**src/rtl/module_control_calc_pkg.sv**
```systemverilog
// Shared types and key codes for the keypad calculator controller.
package pkg_calc;

  typedef enum logic [3:0] {
    ESP_A,
    WR_A,
    ESP_OP,
    ESP_B,
    WR_B,
    ESP_EN,
    EXEC,
    RES,
    MOSTRAR
  } estado_t;

  localparam logic [3:0] KEY_ENTER  = 4'hA;
  localparam logic [3:0] KEY_CLR    = 4'hF;
  localparam logic [3:0] KEY_OP_MIN = 4'hB;
  localparam logic [3:0] KEY_OP_MAX = 4'hE;

  function automatic logic is_digit(input logic [3:0] k);
    return k <= 4'h9;
  endfunction

  function automatic logic is_op(input logic [3:0] k);
    return (k >= KEY_OP_MIN) && (k <= KEY_OP_MAX);
  endfunction

endpackage

```
**src/rtl/module_control_calc.sv**
```systemverilog
// Keypad calculator sequencer: steers register-file writes and ALU operands of
// module_datapath from debounced key strobes. Every output is registered.
module module_control_calc
  import pkg_calc::*;
#(
  parameter int ADDR_W     = 5,
  parameter int REG_A      = 1,
  parameter int REG_B      = 2,
  parameter int REG_RES    = 3,
  parameter int SETTLE_CYC = 1
) (
  input  logic              clk,
  input  logic              reset,
  input  logic              tecla_valida_i,
  input  logic [3:0]        teclado_i,
  output logic [3:0]        tecla_o,
  output logic              mux_sel,
  output logic [ADDR_W-1:0] addr_rs1,
  output logic [ADDR_W-1:0] addr_rs2,
  output logic [ADDR_W-1:0] addr_rd,
  output logic              we_banco,
  output logic [3:0]        op_alu,
  output logic              ocupado_o,
  output logic              error_o
);

  localparam logic [ADDR_W-1:0] ADDR_A   = ADDR_W'(REG_A);
  localparam logic [ADDR_W-1:0] ADDR_B   = ADDR_W'(REG_B);
  localparam logic [ADDR_W-1:0] ADDR_RES = ADDR_W'(REG_RES);
  localparam logic [2:0]        SETTLE_LAST = 3'(SETTLE_CYC - 1);

  estado_t           state_q, state_d;
  logic [2:0]        cnt_q, cnt_d;
  logic [3:0]        tecla_q, tecla_d;
  logic [3:0]        op_q, op_d;
  logic              err_q, err_d;
  logic              we_q, we_d;
  logic              mux_q, mux_d;
  logic              ocup_q, ocup_d;
  logic [ADDR_W-1:0] rs1_q, rs1_d;
  logic [ADDR_W-1:0] rs2_q, rs2_d;
  logic [ADDR_W-1:0] rd_q, rd_d;
  logic              busy;

  always_comb begin
    state_d = state_q;
    cnt_d   = cnt_q;
    tecla_d = tecla_q;
    op_d    = op_q;
    err_d   = err_q;
    busy    = (state_q == WR_A) || (state_q == WR_B) ||
              (state_q == EXEC) || (state_q == RES);

    case (state_q)
      WR_A:    state_d = ESP_OP;
      WR_B:    state_d = ESP_EN;
      EXEC: begin
        if (cnt_q == SETTLE_LAST) state_d = RES;
        else                      cnt_d   = cnt_q + 3'd1;
      end
      RES:     state_d = MOSTRAR;
      default: ;
    endcase

    // Keys arriving while a write/execute is in flight are lost but flagged.
    if (tecla_valida_i) begin
      if (busy) begin
        err_d = 1'b1;
      end else begin
        tecla_d = teclado_i;
        if (teclado_i == KEY_CLR) begin
          state_d = ESP_A;
          err_d   = 1'b0;
          op_d    = 4'h0;
        end else if (is_digit(teclado_i)) begin
          state_d = ((state_q == ESP_B) || (state_q == ESP_EN)) ? WR_B : WR_A;
        end else if (is_op(teclado_i)) begin
          case (state_q)
            ESP_OP: begin
              op_d    = teclado_i;
              state_d = ESP_B;
            end
            ESP_B, ESP_EN: op_d = teclado_i;
            default:       err_d = 1'b1;
          endcase
        end else begin
          if ((state_q == ESP_EN) || (state_q == MOSTRAR)) begin
            state_d = EXEC;
            cnt_d   = 3'd0;
          end else begin
            err_d = 1'b1;
          end
        end
      end
    end
  end

  // Output registers are loaded from the state being entered, so each output
  // is valid for exactly the cycle spent in that state.
  always_comb begin
    we_d   = (state_d == WR_A) || (state_d == WR_B) || (state_d == RES);
    mux_d  = (state_d == EXEC) || (state_d == RES);
    ocup_d = (state_d == WR_A) || (state_d == WR_B) ||
             (state_d == EXEC) || (state_d == RES);
    rs1_d  = ADDR_A;
    rs2_d  = ADDR_A;
    rd_d   = ADDR_A;
    case (state_d)
      WR_B:      rd_d  = ADDR_B;
      ESP_EN:    rs2_d = ADDR_B;
      EXEC:      rs2_d = ADDR_B;
      RES: begin
        rs2_d = ADDR_B;
        rd_d  = ADDR_RES;
      end
      MOSTRAR:   rs2_d = ADDR_RES;
      default: ;
    endcase
  end

  always_ff @(posedge clk) begin
    if (reset) begin
      state_q <= ESP_A;
      cnt_q   <= 3'd0;
      tecla_q <= 4'h0;
      op_q    <= 4'h0;
      err_q   <= 1'b0;
      we_q    <= 1'b0;
      mux_q   <= 1'b0;
      ocup_q  <= 1'b0;
      rs1_q   <= ADDR_A;
      rs2_q   <= ADDR_A;
      rd_q    <= ADDR_A;
    end else begin
      state_q <= state_d;
      cnt_q   <= cnt_d;
      tecla_q <= tecla_d;
      op_q    <= op_d;
      err_q   <= err_d;
      we_q    <= we_d;
      mux_q   <= mux_d;
      ocup_q  <= ocup_d;
      rs1_q   <= rs1_d;
      rs2_q   <= rs2_d;
      rd_q    <= rd_d;
    end
  end

  assign tecla_o   = tecla_q;
  assign op_alu    = op_q;
  assign error_o   = err_q;
  assign we_banco  = we_q;
  assign mux_sel   = mux_q;
  assign ocupado_o = ocup_q;
  assign addr_rs1  = rs1_q;
  assign addr_rs2  = rs2_q;
  assign addr_rd   = rd_q;

endmodule

```
**config.mk**
```make
export PLATFORM = sky130hd
export DESIGN_NAME = module_control_calc
export DESIGN_NICKNAME = d
export VERILOG_FILES = /design/src/rtl/module_control_calc_pkg.sv /design/src/rtl/module_control_calc.sv
export SDC_FILE = /design/constraint.sdc
export NUM_CORES = 1
export LEC_CHECK = 0
export ABC_AREA = 1
export BUFFER_PORTS_ARGS = -buffer_cell sky130_fd_sc_hd__buf_2
export CORE_MARGIN = 1.5
export CORE_UTILIZATION = 55
export CTS_CLUSTER_SIZE = 25
export DETAILED_ROUTE_END_ITERATION = 16
export PLACE_DENSITY = 0.87
export SLEW_MARGIN = 0
export SYNTH_ARGS = -nofsm -noshare
export SYNTH_HDL_FRONTEND = slang
export SYNTH_SLANG_ARGS = --single-unit
```
**constraint.sdc**
```tcl
create_clock -name clk -period 2.9 [get_ports clk]
set_clock_uncertainty 0.05 [all_clocks]
set_input_delay 0.58 -clock clk [delete_from_list [all_inputs] [get_ports clk]]
set_output_delay 0.58 -clock clk [all_outputs]
set_load 0.02 [all_outputs]
```
==> summary.txt <==
Routing
  • Via-to-Cell Ratio: between 4 and 5
  • DRC viols: 0
  • WL/cell: just over 10 µm
  • DRT Wirelength: 2.506 mm
  • 1st-pass router iterations: 4
  • Vias post-DR: about 1200
  • Number of DRC markers in iteration 0: 34
  • Final ANT Viol Nets: 0

STA
  • Part of the cycle the worst path needs: 0.6140
  • Setup violators final: 0
  • RSZ-0062 raised after global routing: no
  • Maximum clock rate: approximately 560 MHz
  • Min Hold Slack: 0.4343 ns
  • Pins Over Slew Limit: 0
  • Final min period: between 1.5 and 2 ns
  • Setup TNS: 0 ns
  • Final Hold Vio Count: 0

Status
  • Status: finished, final reports clean

Worst setup path
  • Setup CP Type: reg2reg
  • Worst setup EP type: flip-flop
  • Worst Path Arrival: approximately 2.0 ns
  • CP max FO: 9
  • Crit start category: flip-flop
  • Worst path required time: between 3 and 4 ns

Finish
  • # nets final: about 230
  • Diodes inserted: 0
  • P&R area growth vs syn: 9.529%
  • Share of cells above drive strength 1: 0.2037

Clock network
  • Clk slew on worst S/H paths: between 0.1 and 0.15 ns
  • Setup bufs post-CTS: 0
  • Cts bufs inserted: 3
  • CTS sink cnt: 23
  • CTS max path bufs: 2
  • Htree depth: 1
  • Root buf cell: clkbuf_4
  • Post-CTS Hold Buffers: 0
  • Post-CTS sizing: 0
  • CTS tree: yes
  • Latest clock arrival within the worst-skew pair: around 0.31 ns

Logic synthesis
  • Yosys cell types: 27
  • FF+latch count, synth: 23
  • Post-synth top area share: 0.3542
  • Post-synth ARST share: 0
  • Main flop type after synthesis: dfxtp_1
  • Seq/Total Area, Yosys: 0.3542
  • Syn_area_per_cell: between 6 and 7 µm²
  • Syn Inst Count: 192
  • Ys Warns: 0
  • Ranking of synthesized cells by area: dfxtp_1 (35%), nand2_1 (11%), nor2_1 (7.8%)
  • Post-Synthesis Cell Area: 1300 µm²
  • EDFF count, synth: 0
  • Post-synth top area cell: dfxtp_1
  • Commonest cells post-synth: nand2_1 (39), nor2_1 (27), inv_1 (25)
  • Cell with the most instances after synthesis: nand2_1

Placement
  • GPL Wtd Cong: around 0.90
  • HPWL Detailed: 2.031 mm
  • Number of port buffers: 22

Die
  • Initial Util: 0.5877
  • IO Count: 34
  • Die Area: roughly 2700 µm²
  • Core region area: 2212 µm²
  • Die Wd: around 52 µm
  • Die Height: just over 50 µm
  • Std cell rows: 17

Global routing
  • Vias in the first global route: between 1000 and 1500
  • Largest net degree at the start of global routing: 14
  • Overflow after GRT: 0
  • Total GRT Usage: 0.2150
  • Initial antenna violation count: 0
  • First-pass GRT wire length: between 4 and 5 mm

Power and ir drop
  • Maximum vdd drop: just over 400 µV
  • LEAKAGE: 0.7791 nW
  • Pwr Density: between 400 and 500 nW/µm²

Job
  • Max cap viols: 0

Min path
  • Worst hold path class: reg2reg
## kinds of logic (layout without fill, tap and decap cells)
| group | after synthesis | in the layout | share of synthesized area |
|---|---|---|---|
| adders and majority gates | 2 | 2 | 0.01925 |
| buffers and inverters | 38 | 53 | 0.1415 |
| other | 2 | 11 | 0.005777 |
| DFF | 23 | 23 | 0.3542 |
| xor gates and xnor gates | 1 | 1 | 0.006738 |
| and+or+nand+nor | 104 | 104 | 0.3792 |
| AOI/OAI and AO/OA | 22 | 22 | 0.09336 |
## stage by stage
stage | power, mW | area, µm² | setup WS [ns] | util | std cells
after floorplan | 0.5277 | 1334 | 1.151 | - | 201
after global placement | 0.5645 | 1396 | 0.8662 | 0.6312 | 240
after detailed placement | 0.5674 | 1396 | 0.8454 | 0.6312 | 240
after CTS | 0.7118 | 1424 | 1.114 | 0.6437 | 244
after global routing | 0.7584 | 1424 | 0.8966 | 0.6437 | 244
final | 0.7086 | 1424 | 1.119 | 0.6437 | 244
## where the power goes
group	leakage, nW	internal, mW	switching, mW
Combinational	0.574	0.0617	0.147
Clock	0.0177	0.0516	0.0962
Sequential	0.188	0.339	0.0136
Total	0.779	0.452	0.256
## layer usage
| metal | up-vias | global-route usage | wire, µm |
|---|---|---|---|
| met2 | 37 | 0.3654 | 1213 |
| met3 | 5 | 0.02874 | 109 |
| met1 | 525 | 0.2716 | 1136 |
| met4 | 0 | 0.09211 | 46 |
| met5 | - | 0 | 0 |
| li1 | 629 | - | - |
## final cells by class
type                       instances  area [µm²]
clock inverter                     1       5.005
clock buffer                       3       22.52
sequential                        23       460.4
multi-input combinational        140       689.4
timing repair buffer              22       110.1
inverter                          27       101.3
fill                             213       788.3
tap                               28       35.03
## worst paths after layout
check | from | endpoint | slack, ns | cells past startpoint
worst max-delay path | state_q[2]$_SDFF_PP0_ | we_banco$_SDFF_PP0_ | 1.12 | 13
worst min-delay path | op_alu[1]$_SDFFE_PP0P_ | op_alu[1]$_SDFFE_PP0P_ | 0.43 | 2
worst max register to register | state_q[2]$_SDFF_PP0_ | we_banco$_SDFF_PP0_ | 1.12 | 13
worst min register to register | op_alu[1]$_SDFFE_PP0P_ | op_alu[1]$_SDFFE_PP0P_ | 0.43 | 2
## critical path: stages, from the launching register on
cell     delay (ns)
dfxtp_1        0.39
inv_1          0.10
nor2_4         0.15
nand2_2        0.10
nand2_4        0.12
nor2_8         0.05
inv_1          0.14
nand3_1        0.13
nand2_1        0.10
inv_1          0.06
nand2_2        0.10
nand2_1        0.07
nand2_2        0.07
nand2_1        0.06
## cell usage in the layout, fill, tap and decap left out
cell and n:
nor2_8 1, inv_1 25, nand4_1 2, nand2_4 1, nand3_2 1, ha_1 2, a211oi_1 1, nand2_1 39
inv_2 2, nor2_4 2, conb_1 11, nor2_1 27, xor2_1 1, nor3_1 1, o21ai_2 1, buf_2 22
o21ai_0 10, a21oi_2 1, nor2_2 2, o22ai_1 1, nand2_2 7, and2_1 1, dfxtp_1 23, clkinv_2 1
a21oi_1 7, clkbuf_4 3, o21ai_1 1, or2_1 1, nand3_1 19
## registers in the layout, indices dropped and copies added, names as in the netlist
signal	cells
addr_rd	2
error_o	1
addr_rs2	2
state_q	4
mux_sel	1
we_banco	1
tecla_o	4
op_alu	4
ocupado_o	1
cnt_q	3
(Power assumes the default switching activity.)
